### src/rtl/hook_ctrl_if.sv
// hook_ctrl_if: item RAM port; master = hook controller, slave = RAM/arbiter side.
interface hook_ctrl_if #(parameter int IDX_W = 4);
  logic [IDX_W-1:0] item_addr;
  logic [31:0] item_wdata;
  logic item_we;
  logic [31:0] item_rdata;
  logic ram_busy;
  modport master(output item_addr, item_wdata, item_we, input item_rdata, ram_busy);
  modport slave(input item_addr, item_wdata, item_we, output item_rdata, ram_busy);
endinterface

### src/rtl/hook_ctrl.sv
// hook_ctrl: rope/hook FSM - swing, extend, scan item RAM for a hit, drag item back, score, hold.
// Define HOOK_BOMB_EN to add bomb/bomb_avail inputs and a bomb_used strobe that destroys a carried item.
module hook_ctrl #(
  parameter int ORIGIN_X = 160, ORIGIN_Y = 45, ANG_MIN = 15, ANG_MAX = 165, SWING_STEP = 1,
  parameter int LEN_MIN = 10, LEN_MAX = 200, DOWN_STEP = 4, UP_EMPTY = 8,
  parameter int UP_STONE = 1, UP_GOLD = 2, UP_DIAMOND = 6,
  parameter int SCORE_STONE = 1, SCORE_GOLD = 2, SCORE_DIAMOND = 5,
  parameter int IDX_W = 4, HOLD_FRAMES = 3
) (
  input  logic clock,
  input  logic resetn,
  input  logic enable,
  input  logic frame_tick,
  input  logic go,
  input  logic [IDX_W-1:0] item_count,
  input  logic [8:0] sin_mag,
  input  logic [8:0] cos_mag,
  input  logic cos_pos,
`ifdef HOOK_BOMB_EN
  input  logic bomb,
  input  logic bomb_avail,
  output logic bomb_used,
`endif
  hook_ctrl_if.master ram,
  output logic [7:0] degree,
  output logic [9:0] rope_len,
  output logic [9:0] end_x,
  output logic [9:0] end_y,
  output logic score_add,
  output logic [7:0] score_val,
  output logic busy
);
  localparam int HW = $clog2(HOLD_FRAMES + 1);
  typedef enum logic [3:0] {IDLE, SWING, EXTEND, SCAN_RD, SCAN_CHK, HIT_WR, RETRACT,
                            MOVE_CALC, MOVE_WR, SCORE, HOLD, BOMB_WR} state_t;
  state_t state_q, state_d;
  logic dir_q, dir_d, carry_q, carry_d, score_add_q, score_add_d, wr_ok, hit, drop;
  logic [7:0] degree_q, degree_d, score_val_q, score_val_d, dec, inc, pts;
  logic [9:0] rope_len_q, rope_len_d, end_x_q, end_x_d, end_y_q, end_y_d, dx, dy, ext, step, ex8, ey8;
  logic [IDX_W-1:0] addr_q, addr_d;
  logic [31:0] word_q, word_d;
  logic [HW-1:0] hold_q, hold_d;
  logic [13:0] hx;
  logic [12:0] hy;
  logic [1:0] ty;
  assign wr_ok = !ram.ram_busy;
  assign hx = {1'b0, ram.item_rdata[31:19]};
  assign hy = {1'b0, ram.item_rdata[18:7]};
  assign hit = ram.item_rdata[1] && !ram.item_rdata[0] &&
               {4'b0, end_x_q} > hx && {4'b0, end_x_q} < hx + 14'd16 &&
               {3'b0, end_y_q} > hy && {3'b0, end_y_q} < hy + 13'd16;
  assign ty = word_q[3:2];
  assign step = !carry_q ? 10'(UP_EMPTY) : ty == 2'd1 ? 10'(UP_GOLD) : ty == 2'd2 ? 10'(UP_DIAMOND) : 10'(UP_STONE);
  assign pts = ty == 2'd0 ? 8'(SCORE_STONE) : ty == 2'd1 ? 8'(SCORE_GOLD) : ty == 2'd2 ? 8'(SCORE_DIAMOND) : 8'd0;
  assign dx = 10'((18'(rope_len_q) * 18'(cos_mag)) >> 8);
  assign dy = 10'((18'(rope_len_q) * 18'(sin_mag)) >> 8);
  assign end_x_d = cos_pos ? 10'(ORIGIN_X) + dx : 10'(ORIGIN_X) - dx;
  assign end_y_d = 10'(ORIGIN_Y) + dy;
  // MOVE_CALC sits one cycle after rope_len changed, so the fresh tip is end_*_d, not end_*_q
  assign ex8 = end_x_d < 10'd8 ? 10'd0 : end_x_d - 10'd8;
  assign ey8 = end_y_d < 10'd8 ? 10'd0 : end_y_d - 10'd8;
  assign ext = rope_len_q + 10'(DOWN_STEP);
  assign dec = degree_q - 8'(SWING_STEP);
  assign inc = degree_q + 8'(SWING_STEP);
  assign ram.item_addr = addr_q;
  assign ram.item_we = wr_ok && (state_q == HIT_WR || state_q == MOVE_WR || state_q == SCORE || state_q == BOMB_WR);
  assign ram.item_wdata = (state_q == SCORE || state_q == BOMB_WR) ? {word_q[31:2], 2'b00} : word_q;
  assign degree = degree_q;
  assign rope_len = rope_len_q;
  assign end_x = end_x_q;
  assign end_y = end_y_q;
  assign score_add = score_add_q;
  assign score_val = score_val_q;
  assign busy = !(state_q == IDLE || state_q == SWING);
`ifdef HOOK_BOMB_EN
  logic bomb_used_q, bomb_used_d;
  assign drop = bomb && bomb_avail;
  always_comb bomb_used_d = state_q == BOMB_WR && wr_ok;
  always_ff @(posedge clock) bomb_used_q <= resetn && bomb_used_d;
  assign bomb_used = bomb_used_q;
`else
  assign drop = 1'b0;
`endif
  always_comb begin
    state_d = state_q; dir_d = dir_q; carry_d = carry_q; degree_d = degree_q; rope_len_d = rope_len_q;
    addr_d = addr_q; word_d = word_q; hold_d = hold_q; score_add_d = 1'b0; score_val_d = score_val_q;
    case (state_q)
      IDLE: state_d = enable ? SWING : IDLE;
      SWING:
        if (!enable) state_d = IDLE;
        else if (go) state_d = EXTEND;
        else if (frame_tick) begin
          degree_d = dir_q ? (inc >= 8'(ANG_MAX) ? 8'(ANG_MAX) : inc) : (dec <= 8'(ANG_MIN) ? 8'(ANG_MIN) : dec);
          dir_d = dir_q ? !(inc >= 8'(ANG_MAX)) : dec <= 8'(ANG_MIN);
        end
      EXTEND:
        if (frame_tick) begin
          rope_len_d = ext >= 10'(LEN_MAX) ? 10'(LEN_MAX) : ext;
          carry_d = 1'b0;
          addr_d = '0;
          state_d = ext >= 10'(LEN_MAX) ? RETRACT : item_count == '0 ? EXTEND : SCAN_RD;
        end
      SCAN_RD: state_d = wr_ok ? SCAN_CHK : SCAN_RD;
      SCAN_CHK:
        if (hit) begin
          word_d = ram.item_rdata | 32'd1;
          state_d = HIT_WR;
        end else if ({1'b0, addr_q} + 1'b1 < {1'b0, item_count}) begin
          addr_d = addr_q + 1'b1;
          state_d = SCAN_RD;
        end else state_d = EXTEND;
      HIT_WR:
        if (wr_ok) begin
          carry_d = 1'b1;
          state_d = RETRACT;
        end
      RETRACT:
        if (carry_q && drop) state_d = BOMB_WR;
        else if (frame_tick) begin
          rope_len_d = rope_len_q < 10'(LEN_MIN) + step ? 10'(LEN_MIN) : rope_len_q - step;
          state_d = carry_q ? MOVE_CALC : rope_len_d == 10'(LEN_MIN) ? SWING : RETRACT;
        end
      MOVE_CALC: begin
        word_d = {13'(ex8), 12'(ey8), word_q[6:0]};
        state_d = MOVE_WR;
      end
      MOVE_WR: if (wr_ok) state_d = rope_len_q == 10'(LEN_MIN) ? SCORE : RETRACT;
      SCORE:
        if (wr_ok) begin
          score_add_d = 1'b1;
          score_val_d = pts;
          carry_d = 1'b0;
          hold_d = '0;
          state_d = HOLD;
        end
      HOLD:
        if (frame_tick) begin
          hold_d = hold_q + 1'b1;
          state_d = hold_q == HW'(HOLD_FRAMES - 1) ? SWING : HOLD;
        end
      BOMB_WR:
        if (wr_ok) begin
          carry_d = 1'b0;
          state_d = RETRACT;
        end
      default: state_d = IDLE;
    endcase
  end
  always_ff @(posedge clock)
    if (!resetn) begin
      state_q <= IDLE; dir_q <= 1'b0; carry_q <= 1'b0; degree_q <= 8'd90; rope_len_q <= 10'(LEN_MIN);
      end_x_q <= 10'(ORIGIN_X); end_y_q <= 10'(ORIGIN_Y); addr_q <= '0; word_q <= '0; hold_q <= '0;
      score_add_q <= 1'b0; score_val_q <= 8'd0;
    end else begin
      state_q <= state_d; dir_q <= dir_d; carry_q <= carry_d; degree_q <= degree_d; rope_len_q <= rope_len_d;
      end_x_q <= end_x_d; end_y_q <= end_y_d; addr_q <= addr_d; word_q <= word_d; hold_q <= hold_d;
      score_add_q <= score_add_d; score_val_q <= score_val_d;
    end
endmodule

### src/flat_wrapper.sv
// flat-port wrapper written by rule: the top's interface ports become plain ports
module hook_ctrl_flat 
#(
  parameter int ORIGIN_X = 160, ORIGIN_Y = 45, ANG_MIN = 15, ANG_MAX = 165, SWING_STEP = 1,
  parameter int LEN_MIN = 10, LEN_MAX = 200, DOWN_STEP = 4, UP_EMPTY = 8,
  parameter int UP_STONE = 1, UP_GOLD = 2, UP_DIAMOND = 6,
  parameter int SCORE_STONE = 1, SCORE_GOLD = 2, SCORE_DIAMOND = 5,
  parameter int IDX_W = 4, HOLD_FRAMES = 3
)
  (clock, resetn, enable, frame_tick, go, item_count, sin_mag, cos_mag, cos_pos, degree, rope_len, end_x, end_y, score_add, score_val, busy, ram_item_addr, ram_item_wdata, ram_item_we, ram_item_rdata, ram_ram_busy);
  hook_ctrl_if #(.IDX_W(IDX_W)) ram_i ();
  input  logic clock;
  input  logic resetn;
  input  logic enable;
  input  logic frame_tick;
  input  logic go;
  input  logic [IDX_W-1:0] item_count;
  input  logic [8:0] sin_mag;
  input  logic [8:0] cos_mag;
  input  logic cos_pos;
  output logic [7:0] degree;
  output logic [9:0] rope_len;
  output logic [9:0] end_x;
  output logic [9:0] end_y;
  output logic score_add;
  output logic [7:0] score_val;
  output logic busy;
  output wire logic [$bits(ram_i.item_addr)-1:0] ram_item_addr;
  output wire logic [$bits(ram_i.item_wdata)-1:0] ram_item_wdata;
  output wire logic [$bits(ram_i.item_we)-1:0] ram_item_we;
  input wire logic [$bits(ram_i.item_rdata)-1:0] ram_item_rdata;
  input wire logic [$bits(ram_i.ram_busy)-1:0] ram_ram_busy;
  assign ram_item_addr = ram_i.item_addr;
  assign ram_item_wdata = ram_i.item_wdata;
  assign ram_item_we = ram_i.item_we;
  assign ram_i.item_rdata = ram_item_rdata;
  assign ram_i.ram_busy = ram_ram_busy;
  hook_ctrl #(.ORIGIN_X(ORIGIN_X), .ORIGIN_Y(ORIGIN_Y), .ANG_MIN(ANG_MIN), .ANG_MAX(ANG_MAX), .SWING_STEP(SWING_STEP), .LEN_MIN(LEN_MIN), .LEN_MAX(LEN_MAX), .DOWN_STEP(DOWN_STEP), .UP_EMPTY(UP_EMPTY), .UP_STONE(UP_STONE), .UP_GOLD(UP_GOLD), .UP_DIAMOND(UP_DIAMOND), .SCORE_STONE(SCORE_STONE), .SCORE_GOLD(SCORE_GOLD), .SCORE_DIAMOND(SCORE_DIAMOND), .IDX_W(IDX_W), .HOLD_FRAMES(HOLD_FRAMES)) u_core (.clock(clock), .resetn(resetn), .enable(enable), .frame_tick(frame_tick), .go(go), .item_count(item_count), .sin_mag(sin_mag), .cos_mag(cos_mag), .cos_pos(cos_pos), .ram(ram_i), .degree(degree), .rope_len(rope_len), .end_x(end_x), .end_y(end_y), .score_add(score_add), .score_val(score_val), .busy(busy));
endmodule
### config.mk
export PLATFORM = sky130hd
export DESIGN_NAME = hook_ctrl_flat
export DESIGN_NICKNAME = d
export VERILOG_FILES = /design/src/rtl/hook_ctrl_if.sv /design/src/rtl/hook_ctrl.sv /design/src/flat_wrapper.sv
export SDC_FILE = /design/constraint.sdc
export NUM_CORES = 1
export LEC_CHECK = 0
export BUFFER_PORTS_ARGS = -buffer_cell sky130_fd_sc_hd__buf_2
export CAP_MARGIN = 30
export CORE_MARGIN = 2
export CORE_UTILIZATION = 25
export CTS_CLUSTER_DIAMETER = 80
export DETAILED_ROUTE_END_ITERATION = 10
export MAX_ROUTING_LAYER = met4
export PLACE_DENSITY_LB_ADDON = 0.25
export SYNTH_ARGS = -nofsm -noshare
export SYNTH_HDL_FRONTEND = slang
export SYNTH_SLANG_ARGS = --single-unit
### constraint.sdc
create_clock -name clock -period 10.3 [get_ports clock]
set_input_delay 1.03 -clock clock [delete_from_list [all_inputs] [get_ports clock]]
set_output_delay 1.03 -clock clock [all_outputs]
set_load 0.005 [all_outputs]
==> reports/qor.yml <==
drc_errors: 0
grt_usage: 0.139
final_cells: 2289
hold-worst-slack_ns: 0.450
period_share: 0.693
wl_mm: 34.6
num-fill-cells: 5296
cp-startpoint: "u_core.rope_len[4]"
grt_setup_unrepaired: "false"
synthArstFlopShare: 0
post_cts_resized: 0
io_buffers: 140
postPlaceCellArea_mm2: 0.0134
hpwl_mm: 27.8
yosys_warnings: 0
rrSetupSlack_ns: 3.16
cts_num_sinks: 86
fmax_mhz: 140
drtPass1Iterations: 7
cts-root-buf: "clkbuf_16"
multi_input_area_mm2: 0.00933
powerDensity_mw_per_mm2: 130
synth_commonest_cells: "inv_1, nand2_1, ha_1"
timing.rr.start: "u_core.rope_len[4]"
seqCellArea_mm2: 0.00172
dp.cells: 2267
startpoint_type: "register"
slowest_delay_ns: 0.73
syn_avg_cell_area_um2: 7.91
criticalPathCategory: "reg2reg"
synth_top_area_share: 0.181
worst_slew_pin_slew_ns: 0.912
r2r-end: "u_core.word_q[23]"
synth_seq_cells: 86
area_growth_syn_to_layout_pct: 11.5
holdPathEnd: "u_core.word_q[31]"
cap_violations: 0
wl_per_cell_um: 15.1
ir_drop_uv: 81.5
worst_clock_skew_ns: 0.0114
worstPathCellList: "buf_4 -> nand2_1 -> fa_1 -> inv_1 -> fa_1 -> fa_1 -> inv_1 -> fa_1 -> inv_1 -> ha_1 -> a211o_1 -> a211oi_1 -> or3_1 -> a21boi_0 -> nor2_1 -> inv_1 -> ha_1 -> a211oi_1 -> a22oi_1 -> xnor2_1 -> nor4b_1 -> nand2_1 -> and4_1"
whs_path_depth: 1
die_area_mm2: 0.0513
design_area_mm2: 0.0138
cts_buffers: 9
rr_worst_depth: 23
viasPerCell: 4.67
critPathArrivalTime_ns: 7.39
setup_viol: 0
p_leak_uw: 0.00652
cts_setup_buffers: 0
drv_slew: 0
relSlewSlack: 0.391
num_rows: 81
grt_max_degree: 47
start_util: 0.253
grt_pass1_wl_mm: 55.7
hold_buffers: 0
drt-initial-drc-count: 634
total_power_uw: 1790
synth_ff_type: "dfxtp_1"
antenna_found_initial: 6
grt_pass1_vias: 10300
critPathCaptureType: "register"
yosysMostFrequentCell: "inv_1"
tritoncts: "done"
final_nets: 1916
fp.dieW_um: 227
gp_congestion: 0.860
path_clk_slew_ns: 0.07
crit_fanout: 18
cts_max_level: 3
ys_seq_area_frac: 0.139
core_area_mm2: 0.0490
synth_edf_count: 0
syn_area_mm2: 0.0124
hold_viol_final: 0
synthCells: 1564
drt.antenna.violating_nets: 0
netlist-cell-type-count: 77
finalSetupTns_ns: 0
cp_slowest_cell: "dfxtp_1"
synth_top_cell_by_area: "fa_1"
clk_latency_ns: 0.36
status: "finished, final reports clean"
hold_class: "reg2reg"
crit_required_ns: 10.55
vias: 10700
ys_top_cells_by_area: "fa_1, dfxtp_1, ha_1"
grt-ovfl-total: 0
cts_buffer_depth: 2
drive_gt1_frac: 0.119
period_minus_slack_ns: 7.14
hp-start: "u_core.word_q[31]"
io_pins: 146
die_height_um: 227
-- cell families after synthesis --
logic type / count (synthesis) / synth area share
fa+ha+maj: 241 / 0.312
simple gates: 551 / 0.227
mux: 32 / 0.0263
flops: 86 / 0.139
buf+inv: 323 / 0.109
compound gates: 279 / 0.150
other cells: 1 / 0.000303
xor+xnor: 51 / 0.0367
-- worst max-delay path, delay by kind of cell (launching register included) --
| kind | cells | cell delay, ns |
|---|---|---|
| adders and majority gates | 6 | 2.66 |
| xor gates and xnor gates | 1 | 0.21 |
| buffers and inverters | 5 | 0.62 |
| AOI/OAI and AO/OA | 5 | 1.34 |
| DFF | 1 | 0.73 |
| and+or+nand+nor | 6 | 1.47 |
-- metal layers --
metal | share of wire | GRT usage | wire [um]
met1 | 0.50 | 0.192 | 17400
met2 | 0.45 | 0.217 | 15500
met3 | 0.040 | 0.0188 | 1380
met4 | 0.010 | 0.0312 | 354
met5 | 0 | - | 0
-- metrics by stage --
| step | setup WS (ns) | utilization |
|---|---|---|
| 2_1_floorplan | 3.39 | - |
| 3_3_place_gp | 2.96 | 0.275 |
| 3_5_place_dp | 2.85 | 0.275 |
| 4_1_cts | 3.12 | 0.282 |
| 5_1_grt | 2.50 | 0.282 |
| 6_report | 3.16 | 0.282 |
-- state kept, by name (all words and copies together), names as in the netlist --
register              cells
u_core.score_add          1
u_core.state_q            4
u_core.hold_q             2
u_core.rope_len          10
u_core.score_val          3
u_core.carry_q            1
u_core.end_x             10
u_core.ram.item_addr      4
u_core.word_q            32
u_core.end_y             10
u_core.degree             8
u_core.dir_q              1
-- layout by cell type, fill, tap and decap left out, drive strengths merged, types with 13 or more instances in the layout --
cell type    n
a211oi      20
inv        206
nand2      167
nor2        88
o211ai      14
or3         16
and3        15
nand3       42
buf        152
a31oi       15
ha         129
fa         112
xor2        18
dfxtp       86
xnor2       33
or4         13
and2       109
o21ai       59
a21oi       62
mux2i       28
nor3        32
-- worst max-delay path by stage --
stage,endpoint,slack [ns],depth (start not counted)
floorplan,u_core.word_q[23],3.39,25
global placement,u_core.word_q[9],2.96,22
detailed placement,u_core.word_q[9],2.85,22
CTS,u_core.word_q[23],3.12,23
global route,u_core.word_q[23],2.50,23
finish,u_core.word_q[23],3.16,23
-- final cells by class --
class	count	share of cell area
diodes	6	0.00109
clock buffers	9	0.0163
clock inverters	7	0.00816
inverters	206	0.0560
multi-input cells	1159	0.676
flip-flops and latches	86	0.125
well taps	664	0.0602
repair buffers	152	0.0573
-- power by group --
part	switching [uW]	leakage [uW]	internal [uW]
logic	611	0.00565	389
registers	44.2	0.000697	364
clock network	144	0.000165	236
Power figures use the tool's default switching activity.
